**config.mk**
```make
export PLATFORM = sky130hd
export DESIGN_NAME = seven_seg_display_arbiter_flat
export DESIGN_NICKNAME = d
export VERILOG_FILES = /design/src/rtl/seven_seg_display_arbiter_if.sv /design/src/rtl/seven_seg_display_arbiter.sv /design/src/flat_wrapper.sv
export SDC_FILE = /design/constraint.sdc
export NUM_CORES = 1
export LEC_CHECK = 0
export BUFFER_PORTS_ARGS = -buffer_cell sky130_fd_sc_hd__buf_2
export CORE_MARGIN = 10
export CORE_UTILIZATION = 59
export DETAILED_ROUTE_END_ITERATION = 12
export PLACE_DENSITY = 0.91
export SLEW_MARGIN = 10
export SYNTH_ARGS = -nofsm -noshare
export SYNTH_HDL_FRONTEND = slang
export SYNTH_SLANG_ARGS = --single-unit
```
**constraint.sdc**
```tcl
create_clock -name clock -period 4.42 [get_ports clock]
set_clock_uncertainty 0.15 [all_clocks]
set_input_delay 0.663 -clock clock [delete_from_list [all_inputs] [get_ports clock]]
set_output_delay 0.663 -clock clock [all_outputs]
set_load 0.01 [all_outputs]
```
**src/rtl/seven_seg_display_arbiter_if.sv**
```systemverilog
// Request, grant and display bundle shared between the display arbiter and its requesters.
// The master side raises requests and reads grants; the slave side is the arbiter.
interface seven_seg_display_arbiter_if #(
    parameter int NUM_REQ = 3
);
    logic [NUM_REQ-1:0]   req_valid;
    logic [8*NUM_REQ-1:0] req_value;
    logic [NUM_REQ-1:0]   req_blank;
    logic [NUM_REQ-1:0]   grant;
    logic [NUM_REQ-1:0]   done;
    logic                 busy;
    logic [6:0]           display_1;
    logic [6:0]           display_2;

    modport master (
        output req_valid,
        output req_value,
        output req_blank,
        input  grant,
        input  done,
        input  busy,
        input  display_1,
        input  display_2
    );

    modport slave (
        input  req_valid,
        input  req_value,
        input  req_blank,
        output grant,
        output done,
        output busy,
        output display_1,
        output display_2
    );
endinterface

```
**src/rtl/seven_seg_display_arbiter.sv**
```systemverilog
// Round-robin owner of the two-digit seven-segment display with a minimum hold per slot.
// The granted requester's byte is decoded every cycle into two active-low cathode patterns.
module seven_seg_display_arbiter #(
    parameter int NUM_REQ     = 3,
    parameter int HOLD_CYCLES = 100000000,
    parameter int CNT_W       = 27
) (
    input  logic                          clock,
    input  logic                          reset,
    seven_seg_display_arbiter_if.slave    bus
);

    localparam int                 IDX_W     = (NUM_REQ > 1) ? $clog2(NUM_REQ) : 1;
    localparam logic [6:0]         SEG_BLANK = 7'b1111111;
    localparam logic [CNT_W-1:0]   HOLD_LAST = CNT_W'(HOLD_CYCLES - 1);
    localparam logic [CNT_W-1:0]   HOLD_WARN = CNT_W'(HOLD_CYCLES - 2);
    localparam logic [NUM_REQ-1:0] ONE_HOT0  = {{(NUM_REQ-1){1'b0}}, 1'b1};
    localparam logic [NUM_REQ-1:0] NONE      = {NUM_REQ{1'b0}};

    typedef enum logic [0:0] {
        IDLE = 1'b0,
        SHOW = 1'b1
    } state_t;

    function automatic logic [6:0] seg_decode(input logic [3:0] nib);
        logic [6:0] seg;
        case (nib)
            4'h0:    seg = 7'b0000001;
            4'h1:    seg = 7'b1001111;
            4'h2:    seg = 7'b0010010;
            4'h3:    seg = 7'b0000110;
            4'h4:    seg = 7'b1001100;
            4'h5:    seg = 7'b0100100;
            4'h6:    seg = 7'b0100000;
            4'h7:    seg = 7'b0001111;
            4'h8:    seg = 7'b0000000;
            4'h9:    seg = 7'b0000100;
            4'hA:    seg = 7'b0001000;
            4'hB:    seg = 7'b1100000;
            4'hC:    seg = 7'b0110001;
            4'hD:    seg = 7'b1000010;
            4'hE:    seg = 7'b0110000;
            4'hF:    seg = 7'b0111000;
            default: seg = SEG_BLANK;
        endcase
        return seg;
    endfunction

    // Leading-zero suppression applies only to the high digit.
    function automatic logic [6:0] hi_decode(input logic [7:0] value, input logic blank);
        logic [6:0] seg;
        if (blank && (value[7:4] == 4'h0)) begin
            seg = SEG_BLANK;
        end else begin
            seg = seg_decode(value[7:4]);
        end
        return seg;
    endfunction

    state_t             state_r;
    logic [NUM_REQ-1:0] grant_r;
    logic [NUM_REQ-1:0] done_r;
    logic               busy_r;
    logic [IDX_W-1:0]   last_grant_r;
    logic [CNT_W-1:0]   hold_cnt_r;
    logic [6:0]         disp1_r;
    logic [6:0]         disp2_r;

    logic [NUM_REQ-1:0] cand_s;
    logic               cand_any_s;
    logic               owner_valid_s;
    logic [IDX_W-1:0]   winner_s;
    logic [7:0]         owner_value_s;
    logic [7:0]         winner_value_s;
    logic [6:0]         owner_d1_s;
    logic [6:0]         owner_d2_s;
    logic [6:0]         winner_d1_s;
    logic [6:0]         winner_d2_s;

    // Candidate set, round-robin winner among non-owners, and decoded patterns for owner and winner.
    always_comb begin : arb_comb
        int scan;
        scan          = 0;
        cand_s        = bus.req_valid & ~grant_r;
        cand_any_s    = |cand_s;
        owner_valid_s = bus.req_valid[last_grant_r];
        winner_s      = last_grant_r;
        // Scanning from the far end down lets the nearest valid index after last_grant win.
        for (int off = NUM_REQ; off >= 1; off--) begin
            scan     = (int'(last_grant_r) + off) % NUM_REQ;
            winner_s = cand_s[scan[IDX_W-1:0]] ? scan[IDX_W-1:0] : winner_s;
        end
        owner_value_s  = bus.req_value[{last_grant_r, 3'b000} +: 8];
        winner_value_s = bus.req_value[{winner_s, 3'b000} +: 8];
        owner_d1_s     = seg_decode(owner_value_s[3:0]);
        owner_d2_s     = hi_decode(owner_value_s, bus.req_blank[last_grant_r]);
        winner_d1_s    = seg_decode(winner_value_s[3:0]);
        winner_d2_s    = hi_decode(winner_value_s, bus.req_blank[winner_s]);
    end

    // Slot FSM: grants, hold counter, preemption notice and registered display patterns.
    always_ff @(posedge clock) begin
        if (reset) begin
            state_r      <= IDLE;
            grant_r      <= NONE;
            done_r       <= NONE;
            busy_r       <= 1'b0;
            last_grant_r <= IDX_W'(NUM_REQ - 1);
            hold_cnt_r   <= {CNT_W{1'b0}};
            disp1_r      <= SEG_BLANK;
            disp2_r      <= SEG_BLANK;
        end else begin
            done_r <= NONE;
            case (state_r)
                IDLE: begin
                    if (cand_any_s) begin
                        state_r      <= SHOW;
                        grant_r      <= ONE_HOT0 << winner_s;
                        busy_r       <= 1'b1;
                        last_grant_r <= winner_s;
                        hold_cnt_r   <= {CNT_W{1'b0}};
                        disp1_r      <= winner_d1_s;
                        disp2_r      <= winner_d2_s;
                    end else begin
                        grant_r <= NONE;
                        busy_r  <= 1'b0;
                        disp1_r <= SEG_BLANK;
                        disp2_r <= SEG_BLANK;
                    end
                end
                SHOW: begin
                    // A pending done pulse means the slot already expired with a competitor waiting.
                    if ((!owner_valid_s || (done_r != NONE)) && cand_any_s) begin
                        grant_r      <= ONE_HOT0 << winner_s;
                        last_grant_r <= winner_s;
                        hold_cnt_r   <= {CNT_W{1'b0}};
                        disp1_r      <= winner_d1_s;
                        disp2_r      <= winner_d2_s;
                    end else if (!owner_valid_s) begin
                        state_r    <= IDLE;
                        grant_r    <= NONE;
                        busy_r     <= 1'b0;
                        hold_cnt_r <= {CNT_W{1'b0}};
                        disp1_r    <= SEG_BLANK;
                        disp2_r    <= SEG_BLANK;
                    end else begin
                        hold_cnt_r <= (hold_cnt_r == HOLD_LAST) ? HOLD_LAST : hold_cnt_r + 1'b1;
                        disp1_r    <= owner_d1_s;
                        disp2_r    <= owner_d2_s;
                        // Notify during the last held cycle so the handover lands right after it.
                        if (cand_any_s && (hold_cnt_r >= HOLD_WARN)) begin
                            done_r <= grant_r;
                        end else begin
                            done_r <= NONE;
                        end
                    end
                end
                default: begin
                    state_r <= IDLE;
                    grant_r <= NONE;
                    busy_r  <= 1'b0;
                    disp1_r <= SEG_BLANK;
                    disp2_r <= SEG_BLANK;
                end
            endcase
        end
    end

    assign bus.grant     = grant_r;
    assign bus.done      = done_r;
    assign bus.busy      = busy_r;
    assign bus.display_1 = disp1_r;
    assign bus.display_2 = disp2_r;

endmodule
```
**src/flat_wrapper.sv**
```systemverilog
// flat-port wrapper written by rule: the top's interface ports become plain ports
module seven_seg_display_arbiter_flat 
#(
    parameter int NUM_REQ     = 3,
    parameter int HOLD_CYCLES = 100000000,
    parameter int CNT_W       = 27
)
  (clock, reset, bus_req_valid, bus_req_value, bus_req_blank, bus_grant, bus_done, bus_busy, bus_display_1, bus_display_2);
  seven_seg_display_arbiter_if #(.NUM_REQ(NUM_REQ)) bus_i ();
  input  logic clock;
  input  logic reset;
  input wire logic [$bits(bus_i.req_valid)-1:0] bus_req_valid;
  input wire logic [$bits(bus_i.req_value)-1:0] bus_req_value;
  input wire logic [$bits(bus_i.req_blank)-1:0] bus_req_blank;
  output wire logic [$bits(bus_i.grant)-1:0] bus_grant;
  output wire logic [$bits(bus_i.done)-1:0] bus_done;
  output wire logic [$bits(bus_i.busy)-1:0] bus_busy;
  output wire logic [$bits(bus_i.display_1)-1:0] bus_display_1;
  output wire logic [$bits(bus_i.display_2)-1:0] bus_display_2;
  assign bus_i.req_valid = bus_req_valid;
  assign bus_i.req_value = bus_req_value;
  assign bus_i.req_blank = bus_req_blank;
  assign bus_grant = bus_i.grant;
  assign bus_done = bus_i.done;
  assign bus_busy = bus_i.busy;
  assign bus_display_1 = bus_i.display_1;
  assign bus_display_2 = bus_i.display_2;
  seven_seg_display_arbiter #(.NUM_REQ(NUM_REQ), .HOLD_CYCLES(HOLD_CYCLES), .CNT_W(CNT_W)) u_core (.clock(clock), .reset(reset), .bus(bus_i));
endmodule
```
After elaboration in Yosys (flattened, before gate mapping)
Memories as Yosys holds them, arrays and structs flattened.
Cells that the tools add are included.
Cells by class
  multiplexer cells: 44
  add/subtract/negate cells: 4
  equal/unequal tests: 6
  shift-type cells: 3
  order comparisons: 6
  bitwise gates (word level): 5
  divide/modulo/power cells: 3
  reductions and logical operators: 13
Operators with widths (count)
  27-bit 2-to-1 mux: 4
  32-bit by 3-bit remainder unit with 32-bit output, second input constant: 3
  7-bit 2-to-1 mux: 8
  27-bit case mux with 2 select lines: 1
  24-bit by 6-bit variable part select with 8-bit output: 2
  7-bit case mux with 2 select lines: 2
  27-bit by 1-bit adder with 27-bit output, second input constant: 1
  27-bit equality test, second input constant: 1
  27-bit greater-or-equal comparator, second input constant: 1
  2-bit by 3-bit < comparator with 1-bit output, second input constant: 5
  1-bit binary-select mux with 2-bit select: 6
  1-bit 2-to-1 mux: 11
  2-bit 2-to-1 mux: 5
  3-bit 2-to-1 mux: 3
  4-bit zero test: 2
  2-bit by 2-bit adder with 3-bit output, second input constant: 2
  2-bit != test, second input constant: 3
  3-bit case mux with 2 select lines: 1
  5-bit OR reduction: 1
  1-bit logical AND: 4
  1-bit case mux with 2 select lines: 2
  2-bit case mux with 2 select lines: 1
  2-bit AND reduction: 2
  2-bit by 1-bit adder with 3-bit output, second input constant: 1
  10 further kinds: 12
Word-level totals
  memories kept: 4
  register bits after elaboration: 51
  bits in read-only memories: 448
Memory list
  (no name shown): words 16, bits a word 7, rd ports 1, clocked after memory_dff 0, wr ports 0, RTL line seven_seg_display_arbiter.sv:27  | case (nib)
  (no name shown): words 16, bits a word 7, rd ports 1, clocked after memory_dff 0, wr ports 0, RTL line seven_seg_display_arbiter.sv:27
  (no name shown): words 16, bits a word 7, rd ports 1, clocked after memory_dff 0, wr ports 0, RTL line seven_seg_display_arbiter.sv:27
  (no name shown): words 16, bits a word 7, rd ports 1, clocked after memory_dff 0, wr ports 0, RTL line seven_seg_display_arbiter.sv:27

Logic depth before layout (Yosys ltp)
Gate-level depths: netlist of the first run.
  depth in word-level cells: 13
  gate-level depth with buffers: 18
  mapped depth without buffers: 15

Worst setup path after synthesis of the first run
No wires, ideal clock.
  path type: flip-flop to flip-flop
  from: register u_core.last_grant_r[1]
  to: register u_core.disp1_r[5] (netlist: u_core.bus.display_1[5])
  path slack: 0.596 ns
  data required time: 4.212 ns
  arrival time: 3.617 ns
  stages on the path, launching flop included: 18
  setup time: 0.058 ns
  path through: dfxtp_1 -> clkbuf_1 -> buf_2 -> inv_1 -> ha_1 -> nor3b_1 -> o21a_1 -> mux2_2 -> a21o_1 -> nor2_2 -> buf_4 -> o2bb2ai_1 -> inv_1 -> ha_1 -> inv_1 -> mux2_1 -> o221ai_1 -> a21o_1
On the way
  word-level cells in the longest chain between the ends: 11
RTL lines
  start, declared: RTL line seven_seg_display_arbiter.sv:64  | logic [IDX_W-1:0] last_grant_r;
  start signal, assigned: RTL line seven_seg_display_arbiter.sv:108  | last_grant_r <= IDX_W'(NUM_REQ - 1);
  start signal, assigned: RTL line seven_seg_display_arbiter.sv:120  | last_grant_r <= winner_s;
  start signal, assigned: RTL line seven_seg_display_arbiter.sv:135  | last_grant_r <= winner_s;
  2-bit by 2-bit adder with 3-bit output: RTL line seven_seg_display_arbiter.sv:90  | scan = (int'(last_grant_r) + off) % NUM_REQ;
  32-bit by 3-bit remainder unit with 32-bit output: RTL line seven_seg_display_arbiter.sv:90
  1-bit binary-select mux with 2-bit select: RTL line seven_seg_display_arbiter.sv:91  | winner_s = cand_s[scan[IDX_W-1:0]] ? scan[IDX_W-1:0] : winner_s;
  1-bit 2-to-1 mux (not written as such): RTL line seven_seg_display_arbiter.sv:91
  2-bit 2-to-1 mux (3 in series): RTL line seven_seg_display_arbiter.sv:91
  24-bit by 6-bit variable part select with 8-bit output: RTL line seven_seg_display_arbiter.sv:94  | winner_value_s = bus.req_value[{winner_s, 3'b000} +: 8];
  memory 16 x 7 bit
  7-bit 2-to-1 mux (on tied branches): RTL line seven_seg_display_arbiter.sv:133, seven_seg_display_arbiter.sv:116
  7-bit case mux with 2 select lines *: RTL line seven_seg_display_arbiter.sv:114  | case (state_r)
  end signal, assigned: RTL line seven_seg_display_arbiter.sv:122  | disp1_r <= winner_d1_s;
  end signal, assigned: RTL line seven_seg_display_arbiter.sv:137  | disp1_r <= winner_d1_s;
  end signal, assigned: RTL line seven_seg_display_arbiter.sv:148  | disp1_r <= owner_d1_s;
  end, declared: RTL line seven_seg_display_arbiter.sv:66  | logic [6:0] disp1_r;
Every way passes the cells marked *; elsewhere a longest branch is shown, timed or not. The select of a mux whose other input is x is not followed.
A chain may end at the register's enable or synchronous reset.

Final worst setup path of the first run
  from: register u_core.last_grant_r[0]
  to: register u_core.disp1_r[0] (netlist: u_core.bus.display_1[0])
The elaborated chain is that of the path after synthesis.

==> flow_metrics.env, run 1 <==
export IMPL_portBuffers=52
export IMPL_synth_area_um2=4110
export IMPL_ant_nets=0
export IMPL_clockBufferDepth=2
export IMPL_synth_seq_cells=51
export IMPL_power_density_nw_per_um2=867
export IMPL_cts_root_buf="clkbuf_8"
export IMPL_first_iter_violations=332
export IMPL_ys_seq_area_share_pct=24.8
export IMPL_grt_pass1_vias=3855
export IMPL_ir_worst_vdd_v=0.000303
export IMPL_crit_type="register to register"
export IMPL_post_cts_resized=0
export IMPL_place_worst_setup_slack_ns=0.475
export IMPL_yosys_top_cells_area="dfxtp_1, ha_1, nor2_1"
export IMPL_yosysTopAreaCell="dfxtp_1"
export IMPL_yosysMostFrequentCell="nor2_1"
export IMPL_worstHoldPathType="register to register"
export IMPL_wl_per_cell_um=16.8
export IMPL_area_growth_pct=10.9
export IMPL_clk_latency_ns=0.31
export IMPL_synthCells=529
export IMPL_avgViaCountPerCell=6.34
export IMPL_holdWs_ns=0.347
export IMPL_cts_tree="built"
export IMPL_yosysWarnings=0
export IMPL_maxCapViolations=0
export IMPL_synth_ff_type="dfxtp_1"
export IMPL_status="completed"
export IMPL_die_area_um2=10700
export IMPL_worstPathRequired_ns=4.47
export IMPL_holdBufCountCts=0
export IMPL_cp_slowest_cell="a31oi_4"
export IMPL_cts_sinks=51
export IMPL_grt_max_degree=42
export IMPL_setup_tns_ns=0
export IMPL_grt_pass1_wl_um=18500
export IMPL_cts_setup_buffers=0
export IMPL_synth_edf_count=0
export IMPL_async_flop_share_pct=0
export IMPL_syn_nets=590
export IMPL_overflow=0
export IMPL_post_route_period_util_pct=90.6
export IMPL_cp_cell_sequence="inv_1, ha_1, or3b_1, a21oi_2, nor3_4, a31oi_4, mux2i_1, o2bb2ai_1, inv_1, ha_1, mux2_1, a221oi_1, o21bai_1"
export IMPL_die_w_um=103
export IMPL_coreArea_um2=6790
export IMPL_drc=0
export IMPL_critPathMaxFanout=11
export IMPL_synth_top_area_share_pct=24.8
export IMPL_hold_violations=0
export IMPL_cts_max_level=2
export IMPL_cts_made_buffers=5
export IMPL_maxSlewViolCount=0
export IMPL_rows=30
export IMPL_rsz0062_at_grt="false"
export IMPL_max_freq_mhz=250
export IMPL_min_period_ns=4.01
export IMPL_tightestPinTransition_ns=0.814
export IMPL_antennaDiodeCount=0
export IMPL_max_slew_margin_rel_pct=45.4
export IMPL_path_clk_slew_ns=0.10
export IMPL_initial_utilization_pct=60.5
export IMPL_vias=4254
export IMPL_end_kind="register"
export IMPL_worstPathArrival_ns=4.06
export IMPL_nets=635
export IMPL_fillCellCount=564
export IMPL_dieHeight_um=103
export IMPL_synth_cell_types=70
export IMPL_leakage_nw=1.86
export IMPL_dp_hpwl_um=8510
export IMPL_antenna_found_initial=0
export IMPL_synth_avg_cell_area_um2=7.77
export IMPL_setup_viol_count_final=0
export IMPL_power_w=0.00395
export IMPL_grt_usage_pct=21.2
export IMPL_fin_ws_ns=0.414
export IMPL_wl_um=11300
export IMPL_gp_congestion=0.918
export IMPL_ios=53
export IMPL_hold_depth=1
export IMPL_first_pass_iters=5
export IMPL_max_stage_delay_ns=0.49
export IMPL_drive_gt1_share_pct=15.3
export IMPL_start_kind="register"
export IMPL_ff2ff_path_depth=13
export IMPL_synthTopCellsByCount="nor2_1, nand2_1, dfxtp_1"
==> layout make-up <==
| type | instances | area [um^2] | area share (%) |
|---|---|---|---|
| repair buffers | 59 | 313 | 6.86 |
| inverters | 20 | 75.1 | 1.65 |
| multi-input cells | 437 | 2910 | 63.9 |
| flip-flops and latches | 51 | 1020 | 22.4 |
| clock buffers | 5 | 68.8 | 1.51 |
| well taps | 96 | 120 | 2.64 |
| clock inverters | 3 | 46.3 | 1.02 |
==> state kept, by name, summed over array words and instances, names as in the netlist <==
name	count
u_core.bus.busy	1
u_core.bus.display_2	7
u_core.hold_cnt_r	27
u_core.last_grant_r	2
u_core.bus.display_1	7
u_core.bus.grant	3
u_core.state_r	1
u_core.bus.done	3
==> cells in the final DEF, fill, tap and decap left out, types with 8 or more instances in the layout <==
cell type,synthesis,routed
a22oi_1,10,10
inv_1,19,19
ha_1,29,29
nor2_1,66,66
nand2b_1,8,8
dfxtp_1,51,51
nand2_1,53,53
a21o_1,12,12
nor3_1,13,13
a21oi_1,45,45
a311oi_1,11,11
o21ai_0,37,36
nand3_1,19,19
buf_2,2,52
mux2i_1,18,18
==> stage by stage <==
stage                     instance area, um^2  instances  utilization (%)
after floorplan                          4110        529                -
after global placement                   4440        663             65.4
after detailed placement                 4440        663             65.4
after CTS                                4560        671             67.1
after global routing                     4560        671             67.1
final                                    4560        671             67.1
==> worst paths after layout <==
kind	startpoint	endpoint	slack (ns)
min	u_core.hold_cnt_r[22]	u_core.hold_cnt_r[22]	0.35
max	u_core.last_grant_r[0]	u_core.bus.display_1[0]	0.41
min reg2reg	u_core.hold_cnt_r[22]	u_core.hold_cnt_r[22]	0.35
max reg2reg	u_core.last_grant_r[0]	u_core.bus.display_1[0]	0.41
==> worst max-delay path, delay by kind of cell (launching register included) <==
| kind | cells | cell delay (ns) |
|---|---|---|
| AOI/OAI and AO/OA | 5 | 1.53 |
| adders and majority gates | 2 | 0.53 |
| buffers and inverters | 2 | 0.31 |
| DFF | 1 | 0.45 |
| muxes | 2 | 0.45 |
| and+or+nand+nor | 2 | 0.48 |
==> power breakdown <==
part / switching (W) / total, W / internal [W]
Sequential: 0.0000547 / 0.000601 / 0.000546
Combinational: 0.00179 / 0.00301 / 0.00122
Clock: 0.000172 / 0.000342 / 0.000171
==> layer usage <==
layer	vias to the layer above	track usage [%]	wire, um
li1	2045	-	-
met3	22	3.65	961
met2	187	34.6	5130
met5	-	0	0
met4	0	5.99	210
met1	2000	28.0	4990
==> kinds of logic after synthesis <==
logic type / Yosys count / synth area share, %
simple gates: 204 / 24.0
compound gates: 179 / 31.4
flops: 51 / 24.8
buf+inv: 41 / 4.26
fa+ha+maj: 29 / 8.83
mux: 24 / 6.43
xor+xnor: 1 / 0.213
(Power assumes the default switching activity.)
==> run 2: changes to the inputs <==
--- a/config.mk
+++ b/config.mk
@@ -6,10 +6,10 @@
 export NUM_CORES = 1
 export LEC_CHECK = 0
 export BUFFER_PORTS_ARGS = -buffer_cell sky130_fd_sc_hd__buf_2
-export CORE_MARGIN = 10
+export CORE_MARGIN = 2
 export CORE_UTILIZATION = 59
 export DETAILED_ROUTE_END_ITERATION = 12
-export PLACE_DENSITY = 0.91
+export PLACE_DENSITY = 0.86
 export SLEW_MARGIN = 10
 export SYNTH_ARGS = -nofsm -noshare
 export SYNTH_HDL_FRONTEND = slang
==> run 2 against run 1 <==
Effect of this change: sequential share of layout area rose by 0.11 points; total power shrank 0.14%; hold slack worse by 0.011 ns; combinational power about the same; sequential power barely moved; clock power grew 4%; wire length decreased by 4.3%; utilization up 0.058 points; via count increased by 1.6%; non-clock buffer count is 1 lower; cell area fell by 0.47%.
==> flow_metrics.env, run 2 (synthesis gave the netlist of run 1 again) <==
export IMPL_stdcell_count=654
export IMPL_dr_max_layer_used="met4"
export IMPL_hold_start="u_core.bus.busy"
export IMPL_post_route_period_util_pct=90.4
export IMPL_cp_cell_sequence="inv_1, ha_1, nor3b_1, a211oi_1, a32o_1, a31oi_4, mux2i_1, nor2_1, a21oi_1, inv_1, ha_1, o221a_1, a311oi_1, a21oi_1, o22a_1"
export IMPL_utilization_pct=67.1
export IMPL_critPathMaxFanout=11
export IMPL_vias=4322
export IMPL_cts_max_level=2
export IMPL_antenna_found_initial=0
export IMPL_maxSlewViolCount=0
export IMPL_rows=30
export IMPL_dr_wl_met2_um=5010
export IMPL_setup_tns_ns=0
export IMPL_grt_usage_pct=28.8
export IMPL_wl_met1_um=4780
export IMPL_worstPathArrival_ns=4.06
export IMPL_grt_max_degree=42
export IMPL_coreArea_um2=6760
export IMPL_max_slew_margin_rel_pct=44.4
export IMPL_avgViaCountPerCell=6.61
export IMPL_crit_buf_inv=2
export IMPL_portBuffers=52
export IMPL_max_freq_mhz=250
export IMPL_worstHoldPathType="register to register"
export IMPL_largest_register="u_core.hold_cnt_r"
export IMPL_largest_reg_flops=27
export IMPL_maxCapViolations=0
export IMPL_status="completed"
export IMPL_rsz0062_at_grt="false"
export IMPL_max_stage_delay_ns=0.50
export IMPL_final_cell_mix="nor2_1, nand2_1, buf_2, dfxtp_1, a21oi_1"
export IMPL_hold_end="u_core.bus.busy"
export IMPL_ir_worst_vdd_v=0.000324
export IMPL_fin_ws_ns=0.425
export IMPL_dpl_instance_area_um2=4410
export IMPL_place_inst=646
export IMPL_clk_latency_ns=0.32
export IMPL_clockBufferDepth=2
export IMPL_ant_nets=0
export IMPL_rrSetupSlack_ns=0.43
export IMPL_nets=634
export IMPL_leakage_nw=1.86
export IMPL_crit_start="u_core.last_grant_r[1]"
export IMPL_dieHeight_um=87.5
export IMPL_cp_slowest_cell="a31oi_4"
export IMPL_die_w_um=87.5
export IMPL_min_period_ns=3.99
export IMPL_finalInstanceArea_um2=4540
export IMPL_met3_length_um=807
export IMPL_path_clk_slew_ns=0.10
export IMPL_dp_hpwl_um=7930
export IMPL_ff2ff_path_depth=15
export IMPL_start_kind="register"
export IMPL_power_density_nw_per_um2=870
export IMPL_area_growth_pct=10.4
export IMPL_die_area_um2=7650
export IMPL_mostFrequentLayoutCell="nor2_1"
export IMPL_wl_per_cell_um=16.5
export IMPL_hold_violations=0
export IMPL_holdBufCountCts=0
export IMPL_r2r_start="u_core.last_grant_r[1]"
export IMPL_first_pass_iters=5
export IMPL_grt_pass1_vias=3875
export IMPL_gp_congestion=0.926
export IMPL_wl_um=10800
export IMPL_drive_gt1_share_pct=15.2
export IMPL_grt_pass1_wl_um=18000
export IMPL_cts_tree="built"
export IMPL_initial_utilization_pct=60.8
export IMPL_place_worst_setup_slack_ns=0.528
export IMPL_hold_depth=1
export IMPL_setup_viol_count_final=0
export IMPL_cts_setup_buffers=0
export IMPL_crit_type="register to register"
export IMPL_ios=53
export IMPL_cp_top_family="compound AO/OA/AOI/OAI gates"
export IMPL_cts_root_buf="clkbuf_8"
export IMPL_post_cts_resized=0
export IMPL_timing_rr_end="u_core.bus.display_2[6]"
export IMPL_end_kind="register"
export IMPL_first_iter_violations=391
export IMPL_overflow=0
export IMPL_tightestPinTransition_ns=0.829
export IMPL_worstPathRequired_ns=4.48
export IMPL_antennaDiodeCount=0
export IMPL_cts_sinks=51
export IMPL_cts_made_buffers=5
export IMPL_drc=0
## run 2: per-layer routing
metal / vias to the layer above / global-route usage (%)
met5: - / 0
met4: 0 / 8.95
met3: 27 / 3.79
met2: 228 / 47.6
met1: 2021 / 38.9
li1: 2046 / -
## run 2: area by class of cell
class,instances,area (um^2)
sequential,51,1020
multi-input combinational,437,2910
fill,588,2220
tap,80,100
timing repair buffer,58,305
inverter,20,75.1
clock inverter,2,38.8
clock buffer,6,82.6
## run 2: through the flow
stage / total power, W / hold slack, ns
after global placement: 0.00343 / 0.303
after CTS: 0.00388 / 0.342
after global routing: 0.00425 / 0.356
after floorplan: 0.00296 / 0.291
final: 0.00395 / 0.336
after detailed placement: 0.00352 / 0.312
## run 2: report_power, final
part	internal (W)	leakage, nW	total, W	switching (W)
logic	0.00120	1.38	0.00299	0.00179
clock network	0.000186	0.0618	0.000354	0.000168
registers	0.000546	0.417	0.000598	0.0000524
## run 2: how the worst max path moves through the flow
stage	endpoint	cells after the start
2_1_floorplan	u_core.bus.display_1[5]	17
3_3_place_gp	u_core.bus.display_2[6]	15
3_5_place_dp	u_core.bus.display_2[6]	15
4_1_cts	u_core.bus.display_2[6]	15
5_1_grt	u_core.bus.display_1[5]	14
6_report	u_core.bus.display_2[6]	15
## run 2: worst register-to-register path, stage by stage, from the launching register on
cell and delay (ns):
dfxtp_1 0.48, inv_1 0.10, ha_1 0.29, nor3b_1 0.28, a211oi_1 0.11, a32o_1 0.33
a31oi_4 0.50, mux2i_1 0.35, nor2_1 0.06, a21oi_1 0.27, inv_1 0.11, ha_1 0.23
o221a_1 0.13, a311oi_1 0.25, a21oi_1 0.08, o22a_1 0.19
==> run 3: changes to the inputs <==
--- a/config.mk
+++ b/config.mk
@@ -5,11 +5,12 @@
 export SDC_FILE = /design/constraint.sdc
 export NUM_CORES = 1
 export LEC_CHECK = 0
-export BUFFER_PORTS_ARGS = -buffer_cell sky130_fd_sc_hd__buf_2
 export CORE_MARGIN = 2
-export CORE_UTILIZATION = 59
+export CORE_UTILIZATION = 65
 export DETAILED_ROUTE_END_ITERATION = 12
-export PLACE_DENSITY = 0.86
+export DONT_BUFFER_PORTS = 1
+export PLACE_DENSITY = 0.81
+export REMOVE_ABC_BUFFERS = 1
 export SLEW_MARGIN = 10
 export SYNTH_ARGS = -nofsm -noshare
 export SYNTH_HDL_FRONTEND = slang
==> run 3 against run 2 <==
Effect of this change: first-iteration DRC count is 28% lower; total power down 4.7%; register-to-register slack barely moved; wire length fell by 2.9%.
==> flow_metrics.env, run 3 (synthesis gave the netlist of run 1 again) <==
export IMPL_status="completed"
export IMPL_setup_tns_ns=0
export IMPL_grt_max_degree=42
export IMPL_worstHoldPathType="primary input to register"
export IMPL_finalInstanceArea_um2=4230
export IMPL_antenna_found_initial=0
export IMPL_max_stage_delay_ns=0.48
export IMPL_dp_hpwl_um=7860
export IMPL_ios=53
export IMPL_max_slew_margin_rel_pct=43.6
export IMPL_coreArea_um2=6030
export IMPL_drive_gt1_share_pct=6.51
export IMPL_holdBufCountCts=0
export IMPL_grt_pass1_wl_um=17500
export IMPL_cts_sinks=51
export IMPL_grt_usage_pct=30.0
export IMPL_ant_nets=0
export IMPL_clockBufferDepth=2
export IMPL_wl_per_cell_um=17.6
export IMPL_overflow=0
export IMPL_dpl_instance_area_um2=4150
export IMPL_critPathMaxFanout=11
export IMPL_mostFrequentLayoutCell="nor2_1"
export IMPL_cp_top_family="compound AO/OA/AOI/OAI gates"
export IMPL_vias=4001
export IMPL_gp_congestion=0.978
export IMPL_leakage_nw=1.64
export IMPL_cp_slowest_cell="a31oi_4"
export IMPL_die_area_um2=6970
export IMPL_post_cts_resized=0
export IMPL_tightestPinTransition_ns=0.836
export IMPL_cts_setup_buffers=0
export IMPL_grtUsageMet1_pct=37.3
export IMPL_use_met2_pct=52.8
export IMPL_gr_usage_met3_pct=5.84
export IMPL_end_kind="register"
export IMPL_crit_type="register to register"
export IMPL_post_route_period_util_pct=90.2
export IMPL_maxSlewViolCount=0
export IMPL_drc=0
export IMPL_grt_pass1_vias=3763
export IMPL_antennaDiodeCount=0
export IMPL_cts_root_buf="clkbuf_8"
export IMPL_initial_utilization_pct=68.2
export IMPL_first_pass_iters=5
export IMPL_setup_viol_count_final=0
export IMPL_cts_tree="built"
export IMPL_hold_violations=0
export IMPL_max_freq_mhz=251
export IMPL_maxCapViolations=0
export IMPL_final_cell_mix="nor2_1, nand2_1, dfxtp_1, a21oi_1, o21ai_0"
export IMPL_top_usage_layer="met2"
export IMPL_cpMostUsedCell="inv_1"
export IMPL_path_clk_slew_ns=0.09
export IMPL_worstPathArrival_ns=4.10
export IMPL_power_density_nw_per_um2=889
export IMPL_largest_reg_flops=27
export IMPL_cp_cell_sequence="inv_1, ha_1, or3b_1, a21oi_2, nor3_4, a31oi_4, mux2i_1, o2bb2ai_1, inv_1, ha_1, inv_1, mux2_1, o221ai_1, a21o_1"
export IMPL_nets=582
export IMPL_largest_register="u_core.hold_cnt_r"
export IMPL_clk_latency_ns=0.31
export IMPL_min_period_ns=3.99
export IMPL_area_growth_pct=3.01
export IMPL_die_w_um=83.5
export IMPL_cts_max_level=2
export IMPL_worstPathRequired_ns=4.53
export IMPL_wl_um=10500
export IMPL_rsz0062_at_grt="false"
export IMPL_cts_made_buffers=5
export IMPL_avgViaCountPerCell=6.70
export IMPL_rows=28
export IMPL_dieHeight_um=83.5
export IMPL_portBuffers=0
export IMPL_crit_buf_inv=3
export IMPL_start_kind="register"
export IMPL_first_iter_violations=280
export IMPL_ir_worst_vdd_v=0.000727
-- run 3: changes by cell type in the layout (fill, tap and decap cells not counted), sizes merged --
cell	delta
buf	-52
bufinv	-1
clkinv	+1
clkinvlp	+1
inv	-1
-- run 3: final timing paths --
kind	cells after the start	endpoint	from	slack, ns
hold / removal	1	u_core.hold_cnt_r[23]	reset	0.26
setup reg to reg	14	u_core.bus.display_1[5]	u_core.last_grant_r[0]	0.43
hold reg to reg	1	u_core.hold_cnt_r[22]	u_core.hold_cnt_r[22]	0.33
setup / recovery	14	u_core.bus.display_1[5]	u_core.last_grant_r[0]	0.43
-- run 3: where the power goes --
| part | switching [W] | leakage [nW] | internal, W | total (W) |
|---|---|---|---|---|
| clock network | 0.000163 | 0.0412 | 0.000111 | 0.000274 |
| registers | 0.0000958 | 0.417 | 0.000548 | 0.000644 |
| logic | 0.00170 | 1.18 | 0.00115 | 0.00284 |
-- run 3: metrics by stage --
stage / instances / total power, W / setup slack, ns / utilization, % / hold WS, ns
global placement: 589 / 0.00338 / 0.698 / 68.8 / 0.306
global route: 597 / 0.00407 / 0.165 / 70.2 / 0.244
finish: 597 / 0.00376 / 0.434 / 70.2 / 0.259
detailed placement: 589 / 0.00344 / 0.501 / 68.8 / 0.312
floorplan: 508 / 0.00286 / 0.512 / - / 0.285
CTS: 597 / 0.00373 / 0.451 / 70.2 / 0.259
-- run 3: metal layers --
| metal | up-vias | part of all wire (%) |
|---|---|---|
| met5 | - | 0 |
| met4 | 0 | 2.1 |
| met3 | 22 | 6.8 |
| met2 | 162 | 49 |
| met1 | 1872 | 42 |
| li1 | 1945 | - |
-- run 3: cell type report --
class,count,area (um^2)
multi-input combinational,437,2910
sequential,51,1020
timing repair buffer,6,45.0
clock inverter,2,12.5
inverter,20,75.1
clock buffer,6,72.6
fill,505,1790
tap,75,93.8
